===== src/rtl/insn_fetch_queue_pkg.sv =====
// Shared front-end types: machine widths, the fetch-queue entry and the decoded uop record.
// The fetch queue carries fetch_entry_t; uop_t is what decode produces from it.
package insn_fetch_queue_pkg;

  localparam int unsigned M_WIDTH   = 32;
  localparam int unsigned LG_PHT_SZ = 12;

  typedef struct packed {
    logic [31:0]          insn;
    logic [M_WIDTH-1:0]   pc;
    logic                 pred;
    logic [LG_PHT_SZ-1:0] pht_idx;
    logic [M_WIDTH-1:0]   pred_target;
`ifdef ENABLE_CYCLE_ACCOUNTING
    logic [63:0]          fetch_cycle;
`endif
  } fetch_entry_t;

  typedef enum logic [3:0] {
    OpAlu,
    OpAluImm,
    OpLoad,
    OpStore,
    OpBranch,
    OpJal,
    OpJalr,
    OpLui,
    OpAuipc,
    OpSystem,
    OpIllegal
  } uop_op_e;

  typedef struct packed {
    uop_op_e              op;
    logic [4:0]           rs1;
    logic [4:0]           rs2;
    logic [4:0]           rd;
    logic [31:0]          imm;
    logic [M_WIDTH-1:0]   pc;
    logic                 pred;
    logic [LG_PHT_SZ-1:0] pht_idx;
    logic [M_WIDTH-1:0]   pred_target;
  } uop_t;

endpackage


===== src/rtl/insn_fetch_queue.sv =====
// Decoupling FIFO between fetch and decode. Registered storage, one-cycle enq-to-deq latency,
// flush has priority over any same-cycle traffic.
module insn_fetch_queue
  import insn_fetch_queue_pkg::*;
#(
  parameter int unsigned LG_Q_ENTRIES = 3
) (
  input  logic                    clk,
  input  logic                    reset_n,
  input  logic                    flush,
  input  logic                    enq_valid,
  output logic                    enq_ready,
  input  logic [31:0]             enq_insn,
  input  logic [M_WIDTH-1:0]      enq_pc,
  input  logic                    enq_pred,
  input  logic [LG_PHT_SZ-1:0]    enq_pht_idx,
  input  logic [M_WIDTH-1:0]      enq_pred_target,
  output logic                    deq_valid,
  input  logic                    deq_ready,
  output logic [31:0]             insn,
  output logic [M_WIDTH-1:0]      pc,
  output logic                    insn_pred,
  output logic [LG_PHT_SZ-1:0]    pht_idx,
  output logic [M_WIDTH-1:0]      insn_pred_target,
`ifdef ENABLE_CYCLE_ACCOUNTING
  input  logic [63:0]             enq_fetch_cycle,
  output logic [63:0]             fetch_cycle,
`endif
  output logic [LG_Q_ENTRIES:0]   occupancy
);

  localparam int unsigned QEntries = 1 << LG_Q_ENTRIES;

  typedef logic [LG_Q_ENTRIES:0] ptr_t;

  ptr_t         head_q, head_d;
  ptr_t         tail_q, tail_d;
  fetch_entry_t mem_q [QEntries];
  fetch_entry_t wr_entry;
  fetch_entry_t rd_entry;
  logic         full;
  logic         empty;
  logic         enq_fire;
  logic         deq_fire;

  // Pointers carry one extra wrap bit so full and empty are distinguishable.
  always_comb begin
    empty    = (head_q == tail_q);
    full     = (head_q[LG_Q_ENTRIES-1:0] == tail_q[LG_Q_ENTRIES-1:0]) &&
               (head_q[LG_Q_ENTRIES] != tail_q[LG_Q_ENTRIES]);
    enq_fire = enq_valid && !full && !flush;
    deq_fire = deq_ready && !empty && !flush;
  end

  always_comb begin
    head_d = head_q;
    tail_d = tail_q;
    if (flush) begin
      head_d = '0;
      tail_d = '0;
    end else begin
      if (enq_fire) tail_d = tail_q + ptr_t'(1);
      if (deq_fire) head_d = head_q + ptr_t'(1);
    end
  end

  always_ff @(posedge clk or negedge reset_n) begin
    if (!reset_n) begin
      head_q <= '0;
      tail_q <= '0;
    end else begin
      head_q <= head_d;
      tail_q <= tail_d;
    end
  end

  always_comb begin
    wr_entry             = '0;
    wr_entry.insn        = enq_insn;
    wr_entry.pc          = enq_pc;
    wr_entry.pred        = enq_pred;
    wr_entry.pht_idx     = enq_pht_idx;
    wr_entry.pred_target = enq_pred_target;
`ifdef ENABLE_CYCLE_ACCOUNTING
    wr_entry.fetch_cycle = enq_fetch_cycle;
`endif
  end

  // Storage is intentionally left out of reset; only the pointers define validity.
  always_ff @(posedge clk) begin
    if (enq_fire) mem_q[tail_q[LG_Q_ENTRIES-1:0]] <= wr_entry;
  end

  always_comb begin
    rd_entry         = mem_q[head_q[LG_Q_ENTRIES-1:0]];
    insn             = rd_entry.insn;
    pc               = rd_entry.pc;
    insn_pred        = rd_entry.pred;
    pht_idx          = rd_entry.pht_idx;
    insn_pred_target = rd_entry.pred_target;
`ifdef ENABLE_CYCLE_ACCOUNTING
    fetch_cycle      = rd_entry.fetch_cycle;
`endif
  end

  always_comb begin
    enq_ready = !full;
    deq_valid = !empty;
    occupancy = tail_q - head_q;
  end

endmodule


===== config.mk =====
export PLATFORM = sky130hd
export DESIGN_NAME = insn_fetch_queue
export DESIGN_NICKNAME = d
export VERILOG_FILES = /design/src/rtl/insn_fetch_queue_pkg.sv /design/src/rtl/insn_fetch_queue.sv
export SDC_FILE = /design/constraint.sdc
export NUM_CORES = 1
export LEC_CHECK = 0
export CORE_MARGIN = 10
export CORE_UTILIZATION = 25
export CTS_BUF_LIST = sky130_fd_sc_hd__clkbuf_2 sky130_fd_sc_hd__clkbuf_4 sky130_fd_sc_hd__clkbuf_8
export DETAILED_ROUTE_END_ITERATION = 10
export HOLD_SLACK_MARGIN = 0.1
export PLACE_DENSITY = 0.44
export SKIP_CTS_REPAIR_TIMING = 1
export SYNTH_ARGS = -nofsm -noshare
export SYNTH_HDL_FRONTEND = slang
export SYNTH_SLANG_ARGS = --single-unit

===== constraint.sdc =====
create_clock -name clk -period 12.9 [get_ports clk]
set_clock_uncertainty 0.2 [all_clocks]
set_input_delay 1.935 -clock clk [delete_from_list [all_inputs] [get_ports clk]]
set_output_delay 1.935 -clock clk [all_outputs]
set_load 0.005 [all_outputs]

### Yosys cells after proc, flatten, opt, wreduce, memory -nomap -nowiden

Memories as Yosys holds them, arrays and structs flattened.
Cells that the tools add are included.

* output and inout port bits: 115
* memories: 1
* logic and storage cells: 25
* bits of input ports: 114
* register bits after elaboration: 8
* RAM bits: 872

* add/sub/neg operators: 3
* eq/ne operators: 3
* muxes and demuxes: 6
* reduce and logical (&&, ||, !) cells: 10

Memories
* mem_q: words 8, bits a word 109, read ports 1, clocked after Yosys merged registers in 0, wr ports 1, line insn_fetch_queue.sv:38 `fetch_entry_t mem_q [QEntries];`

Operators with widths (count)
* $mux 4: 4
* $add 4x1->4 const B: 2
* $logic_and 1x1->1: 5
* $eq 4x4->1: 1
* $reduce_bool 2->1: 2
* $sub 4x4->4: 1
* $eq 3x3->1: 1
* $logic_not 1->1: 3
* $mux 1: 2
* $ne 1x1->1: 1

### Longest topological paths before layout

* word-level depth: 7
* depth in mapped cells: 9
* gate-level depth less buffers: 6

### Worst setup path after synthesis

No wires, ideal clock.

* kind: input to register
* from: input port flush
* to: memory mem_q[1][0] (netlist bit), enable pin
* buffers on the path: 1
* stages: 3
* library setup time: 0.882 ns
* arrival time: 13.433 ns
* setup slack: -1.615 ns
* required time: 11.818 ns
* path through: clkbuf_1 -> nor2_1 -> nor4b_1

* cells in the longest elaborated chain, start to end: 4

RTL lines
* from (decl): line insn_fetch_queue.sv:10 `input logic flush,`
* $logic_not 1->1: line insn_fetch_queue.sv:51 `enq_fire = enq_valid && !full && !flush;`
* $logic_and 1x1->1: line insn_fetch_queue.sv:51
* $mux 1: line insn_fetch_queue.sv:91 `if (enq_fire) mem_q[tail_q[LG_Q_ENTRIES-1:0]] <= wr_entry;`
* $mux 1 (implied by the code): line insn_fetch_queue.sv:91
* to (decl): line insn_fetch_queue.sv:38

No other way between the ends.

### Worst setup path in the final report

* from: register head_q[0]
* to: output port pc[20]

* cells in the longest elaborated chain, start to end: 1

RTL lines
* from (decl): line insn_fetch_queue.sv:36 `ptr_t head_q, head_d;`
* from (signal assigned): line insn_fetch_queue.sv:69 `head_q <= '0;`
* from (signal assigned): line insn_fetch_queue.sv:72 `head_q <= head_d;`
* $mem_v2 8x109
* to (decl): line insn_fetch_queue.sv:21 `output logic [M_WIDTH-1:0] pc,`

No other way between the ends.

==> out/metrics.cfg <==
[run_status]
outcome=finished, final reports clean

[final_layout]
nets=2025
fillerInstances=12920
postLayoutCellArea_mm2=0.04093
area_growth_syn_to_layout_pct=22.30
ff_latch_area_mm2=0.02640
multi_input_comb_area_mm2=0.006585
layout_commonest_cell=edfxtp_1
drive_above_1_share_pct=24.65
final_cell_mix=872 x edfxtp_1, 332 x nand2_1, 228 x clkdlybuf4s50_1, 218 x mux4_2, 159 x clkbuf_8

[clocking]
cts_htree_levels=4
cts_sinks=880
numCtsBuffers=158
cts-root-buf=clkbuf_8
cts_buffer_depth=3
clkLatencyLatePin_ps=850
clk_pin_slew_worst_paths_ps=60
cts_tree=done

[timing]
fin_ws_ps=5758
period_minus_slack_ps=7142
setup_violations=0
fin_crit_sh_pct=55.36
maxSlewHeadroom_pct=25.39
report.final.slew_viol_count=0
setup_tns_ps=0
worst_pin_slew_ps=1113
hold_violations=0
rsz0062_at_grt=false
fmax_mhz=140.0

[global_route]
grtUsageMet3_pct=3.369
gr-total-overflow=0
antenna_found_initial=10
grt_usage_pct=11.23
grt_pass1_wl_um=122500
use_met1_pct=13.53
grt_pass1_vias=18160
grt_use_met2_pct=19.14
grt_max_degree=114
busiest_layer=met2

[yosys]
syn-cell-area_mm2=0.03347
synth.distinct_cells=30
synth_cells=1561
synth_seq_area_share_pct=78.83
yosysWarnings=0
syn_avg_cell_area_um2=21.44
synth-seq-cells=880
syn-num-nets=1681

[job]
drv_cap=0

[pwr]
powerDensity_mw_per_mm2=162.9
p_sw_uw=1585
seq_power_share_pct=48.5
sw_frac_of_total_pct=23.77
power_frac_comb_pct=13.1
p_int_uw=5084
p_leak_uw=0.01290
ir_drop_mv=0.08885
clkPwrFrac_pct=38.5

[route]
ant_nets=0
dr.first_iter.drc_count=923
drc=0
dr.pass1.iters=5
num_vias=16150
wirelength_um=83800
wire_per_inst_um=22.06
vias_per_cell=4.252

[floorplanning]
die_h_um=385.9
io_pins=229
start_util_pct=25.11
dieArea_mm2=0.1489
core-area_mm2=0.1333
placementRows=134
die_x_um=385.9

[critical_path]
path_class=reg -> out
r2r-end=mem_q[0][52]
cp_top_family=buffers and inverters
cpMaxStageDelayCell=dfrtp_4
cp_max_fo=47
required_ps=10760
crit_arrival_ps=5010
r2r_setup_slack_ps=7990
worst-r2r-cell-count=7
crit_path_max_incr_delay_ps=1060
start_kind=register
path_cells=buf_4, buf_4, mux4_2, nand2_1, nand2_1, clkdlybuf4s50_1
endpoint_kind=primary output
r2r-start=head_q[2]
path_buf_inv=3

[min_path]
min-delay-path-class=reg -> reg
holdPathEnd=tail_q[3]
min-delay-start=tail_q[3]
min_path_cells=2

[placement]
place_area_mm2=0.03783
globalplace.congestion=0.6810
dp_hpwl_um=43380
place_ws_ps=6377
port_buffers=228

-- cells in the mapped netlist, drive strengths merged --
master / instances / share of area [%]
mux2i: 1 / 0.030
nor4b: 1 / 0.026
nand2: 332 / 3.7
mux4: 218 / 15
o21ai: 2 / 0.064
nor4: 4 / 0.075
buf: 49 / 1.3
nor3: 3 / 0.045
a21oi: 4 / 0.060
nor2: 8 / 0.090
clkbuf: 26 / 0.29
ha: 5 / 0.19
nand4: 2 / 0.037
edfxtp: 872 / 78
a21o: 1 / 0.022
nand3: 2 / 0.030
xor2: 2 / 0.052
o211ai: 2 / 0.045
xnor2: 8 / 0.23
dfrtp: 8 / 0.60
fa: 1 / 0.060
and3: 1 / 0.019
inv: 8 / 0.090
nand2b: 1 / 0.019
-- final cells by class --
| class | count | share of cell area [%] |
|---|---|---|
| diodes | 2 | 0.01223 |
| clock buffers | 203 | 6.153 |
| clock inverters | 80 | 1.421 |
| inverters | 8 | 0.07947 |
| multi-input cells | 598 | 16.09 |
| flip-flops and latches | 880 | 64.49 |
| well taps | 1768 | 5.404 |
| repair buffers | 259 | 6.358 |
-- worst min-delay path, cell delays in order, from the launching register on --
cell and delay, ps:
dfrtp_1 420, xnor2_1 100, nor2_1 70
-- per-layer routing --
layer | vias to the layer above | share of wire (%)
met5 | - | 0.11
li1 | 7016 | -
met3 | 153 | 6.0
met4 | 14 | 2.0
met1 | 8594 | 41
met2 | 373 | 51
-- sequential cells by signal, summed over array words and instances (netlist names) --
name,count
mem_q,872
head_q,4
tail_q,4
-- stage by stage --
step	hold WS [ps]	utilization, %	std cells	power, uW
after floorplan	394.2	-	1561	3844
after global placement	412.6	28.38	3513	4193
after detailed placement	418.3	28.38	3513	4200
after CTS	436.7	30.71	3796	6822
after global routing	464.9	30.71	3797	6996
final	432.8	30.71	3798	6670
-- worst max path at each step --
stage | startpoint | end | slack (ps) | cells after the start
after floorplan | flush | mem_q[6][0] | -550 | 2
after global placement | head_q[0] | pc[20] | 6400 | 6
after detailed placement | head_q[0] | pc[20] | 6380 | 6
after CTS | head_q[0] | pc[20] | 5340 | 6
after global routing | head_q[0] | pc[20] | 5160 | 6
final | head_q[0] | pc[20] | 5760 | 6
-- kinds of logic after synthesis --
logic type	Yosys count	synth area share, %
xor gates and xnor gates	10	0.2841
and+or+nand+nor	354	4.064
adders and majority gates	6	0.2467
AOI/OAI and AO/OA	9	0.1907
buffers and inverters	83	1.682
muxes	219	14.70
DFF	880	78.83
-- power groups by stage --
stage | Sequential (uW) | Clock [uW] | Combinational, uW
3_5_place_dp | 3290 | 0 | 906
6_report | 3230 | 2570 | 871
4_1_cts | 3240 | 2680 | 910
5_1_grt | 3240 | 2800 | 957
2_1_floorplan | 3270 | 0 | 578
3_3_place_gp | 3290 | 0 | 901
Power figures use the tool's default switching activity.
